File: src/rtl/dl_pkg.sv
// Shared types for the dl_skid_buf skid buffer.
package dl_pkg;

    // State encoding doubles as the occupancy count; 2'd3 is unused.
    typedef enum logic [1:0] {
        SB_EMPTY = 2'd0,
        SB_ONE   = 2'd1,
        SB_FULL  = 2'd2
    } dl_skid_state_t;

endpackage

File: src/rtl/dl_skid_buf_if.sv
// Handshake bundle for dl_skid_buf: upstream push side, downstream pop side, occupancy.
interface dl_skid_buf_if #(
    parameter int unsigned NUM_BITS = 32
);
    logic                in_valid;
    logic                in_ready;
    logic [NUM_BITS-1:0] in_data;
    logic                out_valid;
    logic                out_ready;
    logic [NUM_BITS-1:0] out_data;
    logic [1:0]          occupancy;

    modport slave (
        input  in_valid, in_data, out_ready,
        output in_ready, out_valid, out_data, occupancy
    );

    modport master (
        output in_valid, in_data, out_ready,
        input  in_ready, out_valid, out_data, occupancy
    );
endinterface

File: src/rtl/dl_reg_en_rst.sv
// Enable-loaded register with synchronous active-low reset to RST_VAL.
module dl_reg_en_rst #(
    parameter int unsigned         NUM_BITS = 32,
    parameter logic [NUM_BITS-1:0] RST_VAL  = '0
) (
    input  logic                clk,
    input  logic                rst_n,
    input  logic                en,
    input  logic [NUM_BITS-1:0] d,
    output logic [NUM_BITS-1:0] q
);

    // Reset dominates the load enable.
    always_ff @(posedge clk) begin
        if (!rst_n) begin
            q <= RST_VAL;
        end else if (en) begin
            q <= d;
        end
    end

endmodule

File: src/rtl/dl_skid_buf.sv
// Two-entry valid/ready skid buffer. in_ready depends only on state and rst;
// out_valid/out_data/occupancy are decoded from registered state only.
module dl_skid_buf
    import dl_pkg::*;
#(
    parameter int unsigned         NUM_BITS = 32,
    parameter logic [NUM_BITS-1:0] RST_VAL  = '0
) (
    input  logic          clk,
    input  logic          rst,
    dl_skid_buf_if.slave  bus
);

    dl_skid_state_t      state_q;
    dl_skid_state_t      state_d;
    logic                in_ready;
    logic                out_valid;
    logic                push;
    logic                pop;
    logic                load_main;
    logic                load_skid;
    logic                main_from_skid;
    logic [NUM_BITS-1:0] main_d;
    logic [NUM_BITS-1:0] main_q;
    logic [NUM_BITS-1:0] skid_q;

    // State register; reset discards any held beats.
    always_ff @(posedge clk) begin
        if (rst) begin
            state_q <= SB_EMPTY;
        end else begin
            state_q <= state_d;
        end
    end

    // Handshake decode, next state and data-register load strobes.
    always_comb begin
        state_d        = state_q;
        load_main      = 1'b0;
        load_skid      = 1'b0;
        main_from_skid = 1'b0;
        in_ready       = 1'b0;
        out_valid      = 1'b0;

        case (state_q)
            SB_EMPTY: begin
                in_ready = ~rst;
            end
            SB_ONE: begin
                in_ready  = ~rst;
                out_valid = 1'b1;
            end
            SB_FULL: begin
                out_valid = 1'b1;
            end
            default: ;
        endcase

        push = bus.in_valid & in_ready;
        pop  = out_valid & bus.out_ready;

        case (state_q)
            SB_EMPTY: begin
                if (push) begin
                    state_d   = SB_ONE;
                    load_main = 1'b1;
                end
            end
            SB_ONE: begin
                if (push && pop) begin
                    load_main = 1'b1;
                end else if (push) begin
                    state_d   = SB_FULL;
                    load_skid = 1'b1;
                end else if (pop) begin
                    state_d   = SB_EMPTY;
                end
            end
            SB_FULL: begin
                if (pop) begin
                    state_d        = SB_ONE;
                    load_main      = 1'b1;
                    main_from_skid = 1'b1;
                end
            end
            default: begin
                state_d = SB_EMPTY;
            end
        endcase
    end

    // Main register refills from the skid slot when draining out of FULL.
    always_comb begin
        main_d = main_from_skid ? skid_q : bus.in_data;
    end

    dl_reg_en_rst #(
        .NUM_BITS (NUM_BITS),
        .RST_VAL  (RST_VAL)
    ) u_main (
        .clk   (clk),
        .rst_n (~rst),
        .en    (load_main),
        .d     (main_d),
        .q     (main_q)
    );

    dl_reg_en_rst #(
        .NUM_BITS (NUM_BITS),
        .RST_VAL  (RST_VAL)
    ) u_skid (
        .clk   (clk),
        .rst_n (~rst),
        .en    (load_skid),
        .d     (bus.in_data),
        .q     (skid_q)
    );

    assign bus.in_ready  = in_ready;
    assign bus.out_valid = out_valid;
    assign bus.out_data  = main_q;
    assign bus.occupancy = state_q;

endmodule

File: src/flat_wrapper.sv
// flat-port wrapper written by rule: the top's interface ports become plain ports
module dl_skid_buf_flat import dl_pkg::*;
#(
    parameter int unsigned         NUM_BITS = 32,
    parameter logic [NUM_BITS-1:0] RST_VAL  = '0
)
  (clk, rst, bus_in_valid, bus_in_data, bus_out_ready, bus_in_ready, bus_out_valid, bus_out_data, bus_occupancy);
  dl_skid_buf_if #(.NUM_BITS(NUM_BITS)) bus_i ();
  input  logic clk;
  input  logic rst;
  input wire logic [$bits(bus_i.in_valid)-1:0] bus_in_valid;
  input wire logic [$bits(bus_i.in_data)-1:0] bus_in_data;
  input wire logic [$bits(bus_i.out_ready)-1:0] bus_out_ready;
  output wire logic [$bits(bus_i.in_ready)-1:0] bus_in_ready;
  output wire logic [$bits(bus_i.out_valid)-1:0] bus_out_valid;
  output wire logic [$bits(bus_i.out_data)-1:0] bus_out_data;
  output wire logic [$bits(bus_i.occupancy)-1:0] bus_occupancy;
  assign bus_i.in_valid = bus_in_valid;
  assign bus_i.in_data = bus_in_data;
  assign bus_i.out_ready = bus_out_ready;
  assign bus_in_ready = bus_i.in_ready;
  assign bus_out_valid = bus_i.out_valid;
  assign bus_out_data = bus_i.out_data;
  assign bus_occupancy = bus_i.occupancy;
  dl_skid_buf #(.NUM_BITS(NUM_BITS), .RST_VAL(RST_VAL)) u_core (.clk(clk), .rst(rst), .bus(bus_i));
endmodule
File: config.mk
export PLATFORM = sky130hd
export DESIGN_NAME = dl_skid_buf_flat
export DESIGN_NICKNAME = d
export VERILOG_FILES = /design/src/rtl/dl_pkg.sv /design/src/rtl/dl_skid_buf_if.sv /design/src/rtl/dl_reg_en_rst.sv /design/src/rtl/dl_skid_buf.sv /design/src/flat_wrapper.sv
export SDC_FILE = /design/constraint.sdc
export NUM_CORES = 1
export LEC_CHECK = 0
export ABC_CLOCK_PERIOD_IN_PS = 2650
export CAP_MARGIN = 20
export CORE_MARGIN = 1.5
export CORE_UTILIZATION = 49
export CTS_CLUSTER_DIAMETER = 100
export DETAILED_ROUTE_END_ITERATION = 7
export PLACE_DENSITY = 0.79
export RECOVER_POWER = 50
export SLEW_MARGIN = 20
export SYNTH_ARGS = -nofsm -noshare
export SYNTH_HDL_FRONTEND = slang
export SYNTH_SLANG_ARGS = --single-unit
File: constraint.sdc
create_clock -name clk -period 2.65 [get_ports clk]
set_input_delay 0.3975 -clock clk [delete_from_list [all_inputs] [get_ports clk]]
set_output_delay 0.3975 -clock clk [all_outputs]
set_load 0.02 [all_outputs]
* Word-level counts from Yosys, hierarchy flattened
Index checks and enable logic that the tools add are counted.
** Storage, ports and cells
- Register bits after elaboration :: 66
- Bits in latches :: 0
- RAM bits :: 0
- ROM bits :: 0
- Input port bits :: 36
- Output and inout port bits :: 36
- Memories :: 0
** Operators by class
- $add $sub $neg :: 0
- $mul :: 0
- Div/mod/pow operators :: 0
- Order comparisons :: 0
- Equality and inequality tests :: 6
- Shift operators :: 0
- Muxes and demuxes :: 16
- Bitwise logic cells :: 3
- Reduce and logical (&&, ||, !) cells :: 5
** Operators with widths (count)
- 32-bit two-way mux :: 1
- 2-bit two-way mux :: 5
- 1-bit two-way mux :: 8
- 2-bit case mux with 3 select lines :: 1
- 2-bit by 1-bit inequality test with 1-bit output, second input constant :: 2
- 4-bit AND reduction :: 1
- 2-bit OR reduction :: 2
- 3-bit by 1-bit inequality test with 1-bit output, second input constant :: 1
- 1-bit case mux with 3 select lines :: 1
- 1-bit AND :: 2
- 2-bit by 1-bit == test with 1-bit output, second input constant :: 1
- 2-bit == test, second input constant :: 1
- 2-bit logical NOT :: 1
- 2-bit inequality test, second input constant :: 1
- 1-bit logical AND :: 1
- 1-bit inverter :: 1

* Logic depth before layout (Yosys ltp)
Gate-level depths: netlist of run 1.
- Depth after elaboration :: 8
- Depth in mapped cells :: 8
- Depth with buffers taken out :: 6

* Cells and area by module
A second synthesis of run 1 with hierarchy kept.
** Unflattened totals
- Cells, all modules :: 273
- Area, all modules :: 3243.1 sq um
** Modules (own cells, without submodules)
- dl_reg_en_rst :: times used 2, cells each 103, area each 1243.7 sq um, seq. area each 640.6 sq um
- dl_skid_buf :: times used 1, cells each 67, area each 755.7 sq um, seq. area each 40.0 sq um

* Least setup slack after synthesis of run 1
No wires, ideal clock.
- Path type :: register -> register
- Start :: register u_core.state_q[1], in the netlist u_core.bus.occupancy[1]
- End :: register u_core.u_main.q[4]
- Arrival :: 2.115 ns
- Required time :: 2.514 ns
- Path slack :: 0.399 ns
- Stages on the path, launching flop included :: 9
- Path buffers :: 2
- Period minus slack after synthesis :: 2.251 ns
- Cell sequence :: dfxtp_1 inv_1 ha_1 nand2_1 nor4b_4 or2_1 buf_6 buf_12 a211oi_2
** On the way
- Longest elaborated chain between the ends :: 7
- Elaborated cells between the ends (all ways) :: 16
- Classes of those cells :: eq/ne (2); mux (8); bitwise (2); reduce/logical (4)
** Ends and longest elaborated chain
- start: declaration :: line dl_skid_buf.sv:14 : dl_skid_state_t state_q;
- start signal: assignment :: line dl_skid_buf.sv:32 : state_q <= state_d;
- 2-bit by 1-bit == test with 1-bit output or 2-bit == test (tied branches) :: line dl_skid_buf.sv:45 : case (state_q)
- 2-bit OR reduction (no source line) (*)
- 1-bit two-way mux (*) :: line dl_skid_buf.sv:45
- named net bus_out_valid :: line flat_wrapper.sv:15 : output wire logic [$bits(bus_i.out_valid)-1:0] bus_out_valid;
- 1-bit AND (*) :: line dl_skid_buf.sv:60 : pop = out_valid & bus.out_ready;
- 1-bit logical AND or 1-bit two-way mux (tied branches) :: line dl_skid_buf.sv:70, dl_skid_buf.sv:80
- 1-bit two-way mux (on tied branches) :: line dl_skid_buf.sv:70, dl_skid_buf.sv:62
- 1-bit case mux with 3 select lines or 32-bit two-way mux (tied branches) :: line dl_skid_buf.sv:62, dl_skid_buf.sv:94
- end signal: assignment :: line dl_reg_en_rst.sv:16 : q <= RST_VAL;
- end signal: assignment :: line dl_reg_en_rst.sv:18 : q <= d;
- end: declaration :: line dl_reg_en_rst.sv:10 : output logic [NUM_BITS-1:0] q
Mark *: on every way through the listed nets, which the timed path passes. The rest lies on a longest branch.
A chain may end at the register's enable or synchronous reset.

* Worst setup path after layout of run 1
- Start :: register u_core.state_q[1], in the netlist u_core.bus.occupancy[1]
- End :: output port bus_in_ready
** On the way
- Longest elaborated chain between the ends :: 3
- Elaborated cells between the ends (all ways) :: 4
- Classes of those cells :: eq/ne (1); mux (1); reduce/logical (2)
** Ends and longest elaborated chain
- 2-bit by 1-bit == test with 1-bit output or 2-bit logical NOT (tied branches) :: line dl_skid_buf.sv:45
- 2-bit OR reduction (no source line) (*)
- 1-bit two-way mux (*)
- end: declaration :: line flat_wrapper.sv:14 : output wire logic [$bits(bus_i.in_ready)-1:0] bus_in_ready;
Every way passes the cells marked *; elsewhere a longest branch is shown, timed or not.

==> results of run 1 <==
-- cell type report --
cell class	count	area share, %
flip-flops and latches	66	33.6
inverters	3	0.286
clock inverters	7	2.96
multi-input cells	229	37.5
well taps	75	2.38
repair buffers	83	20.2
clock buffers	9	3.15
-- final timing paths --
kind	start	end	slack [ns]	cells after the start
max	u_core.bus.occupancy[1]	bus_in_ready	0.30	5
min	u_core.u_skid.q[26]	u_core.u_skid.q[26]	0.45	2
max reg2reg	u_core.bus.occupancy[1]	u_core.u_skid.q[1]	0.42	7
min reg2reg	u_core.u_skid.q[26]	u_core.u_skid.q[26]	0.45	2
-- worst min-delay path, stage by stage (launching register included) --
cell	delay, ns
dfxtp_1	0.31
nand2_1	0.05
a21oi_1	0.05
-- synth_stat cells (2+ instances only) --
| master | n |
|---|---|
| nand2_1 | 68 |
| dfxtp_1 | 66 |
| a21oi_1 | 36 |
| mux2i_1 | 33 |
| nor3_1 | 32 |
| a211oi_1 | 22 |
| a211oi_2 | 10 |
| clkbuf_1 | 9 |
| buf_2 | 7 |
| buf_6 | 6 |
| ha_1 | 6 |
| nor2_1 | 4 |
| inv_1 | 3 |
| and3b_1 | 2 |
| buf_8 | 2 |
| nor2b_1 | 2 |
| o21ai_0 | 2 |
-- flip-flops by register name, summed over array words and instances, names as in the netlist --
register              cells
u_core.u_main.q          32
u_core.u_skid.q          32
u_core.bus.occupancy      2
-- stage by stage --
step	util (%)	power (mW)	instances	instance area (um^2)	hold slack, ns
detailed placement	62.5	2.26	456	3700	0.446
finish	66.5	3.22	472	3940	0.454
floorplan	-	1.89	326	3010	0.436
global placement	62.5	2.24	456	3700	0.440
global route	66.5	3.40	472	3940	0.469
CTS	66.5	3.28	472	3940	0.456
-- metal layers --
layer / GRT usage (%) / up-vias / routed length [um]
li1: - / 1280 / -
met1: 28.6 / 1240 / 3180
met2: 37.2 / 85 / 3280
met3: 8.11 / 9 / 434
met4: 8.62 / 0 / 93
met5: 0 / - / 0
-- logic make-up after synthesis --
group / share of synthesized area [%]
and+or+nand+nor: 18.1
AOI/OAI and AO/OA: 17.1
DFF: 43.8
muxes: 11.0
buffers and inverters: 7.55
adders and majority gates: 2.49
-- report_power, final --
group	switching, mW	leakage [nW]	internal [mW]
combinational	0.531	1.03	0.438
sequential	0.0878	0.538	1.14
clock	0.399	0.120	0.624
==> results_dict.tcl, run 1 <==
set metrics [dict create \
    outcome "completed" \
    clock_sinks 66 \
    cts_tree "yes" \
    leakagePower_nw 1.69 \
    layout_min_cycle_time_ns 2.35 \
    synth.area.top_cells "dfxtp_1, mux2i_1, nand2_1" \
    cts_root_buf "clkbuf_8" \
    critPathBufInv 2 \
    tns_ns 0 \
    ys_types 33 \
    via_count 2614 \
    grt-ovfl-total 0 \
    syn-num-nets 368 \
    yosysTopAreaCellShare_pct 43.8 \
    cp-start-kind "flip-flop" \
    async_flop_share_pct 0 \
    grt_pass1_wl_um 11400 \
    ant_nets 0 \
    drv_cap 0 \
    viasPerCell 5.54 \
    min_path_type "flip-flop to flip-flop" \
    synth_area_leader_cell "dfxtp_1" \
    synth_seq_area_share_pct 43.8 \
    rows 28 \
    n_antenna_cell 0 \
    port_buffers 71 \
    max-slew-margin-rel_pct 53.0 \
    post_cts_resized 0 \
    cp_max_fo 7 \
    clkLatencyLatePin_ns 0.35 \
    fmax_mhz 425 \
    syn-cell-area_um2 3010 \
    dp_hpwl_um 4440 \
    ys_ff_latch 66 \
    drive_gt1_share_pct 10.8 \
    hold_buffers 0 \
    syn_avg_cell_area_um2 9.25 \
    synth_edf_count 0 \
    setup_viol 0 \
    slowest_stage "clkdlybuf4s50_1" \
    die_y_um 81.4 \
    cts.clk_slew.worst_paths_ns 0.07 \
    critPathKind "flip-flop to output port" \
    grt_pass1_vias 2470 \
    syn_inst 326 \
    skew_ns 0.00759 \
    drt_iter0_markers 124 \
    die_area_um2 6630 \
    syn_to_final_growth_pct 30.6 \
    finalWirelength_um 6990 \
    layout_common_cells "nand2_1, dfxtp_1, clkdlybuf4s50_1" \
    drt_pass1_iterations 4 \
    place_congestion 0.889 \
    n_fill_cell 490 \
    slew_violations 0 \
    p_per_area_nw_per_um2 818 \
    ys.flop_type "dfxtp_1" \
    worstPathRequired_ns 2.25 \
    worstPathArrival_ns 1.95 \
    antenna_found_initial 0 \
    avgRoutedWirePerCell_um 14.8 \
    ys.warnings.count 0 \
    critical_path.top_delay_family "buffers and inverters" \
    start_util_pct 50.9 \
    die_w_um 81.4 \
    cp_common_cell "nor2_1" \
    crit_chain "inv_1 -> ha_1 -> nor2_1 -> nor2_1 -> clkdlybuf4s50_1" \
    grt_max_degree 52 \
    fin_nets 434 \
    cts_buffers 9 \
    fin_ws_ns 0.299 \
    ios 72 \
    multi_input_area_um2 1480 \
    postCtsSetupRepairBufs 0 \
    layout_commonest_cell "nand2_1" \
    htreeDepth 3 \
    seqCellArea_um2 1320 \
    period_share_pct 88.7 \
    coreArea_um2 5920 \
    drc_errors 0 \
    max-vdd-ir-drop_uv 502 \
    dpl_worst_slack_ns 0.555 \
    grtUsageTotal_pct 23.2 \
    end_kind "output port" \
    grt_setup_unrepaired "false" \
    slowest_delay_ns 0.62 \
    clockBufferDepth 2 \
    tightest_slew_ns 0.706 \
    timing_hold_violations_final 0 \
]
Note: power is estimated with default switching activity, not from simulation.
==> inputs of run 2 (changes only) <==
CAP_MARGIN = unset   (was 20)
==> results of run 2 <==
No change in the layout: final DEF, timing and power equal those of run 1.
==> inputs of run 3 (changes only) <==
SLEW_MARGIN = unset   (was 20)
==> results of run 3 <==
No change in the layout: final DEF, timing and power equal those of run 1.
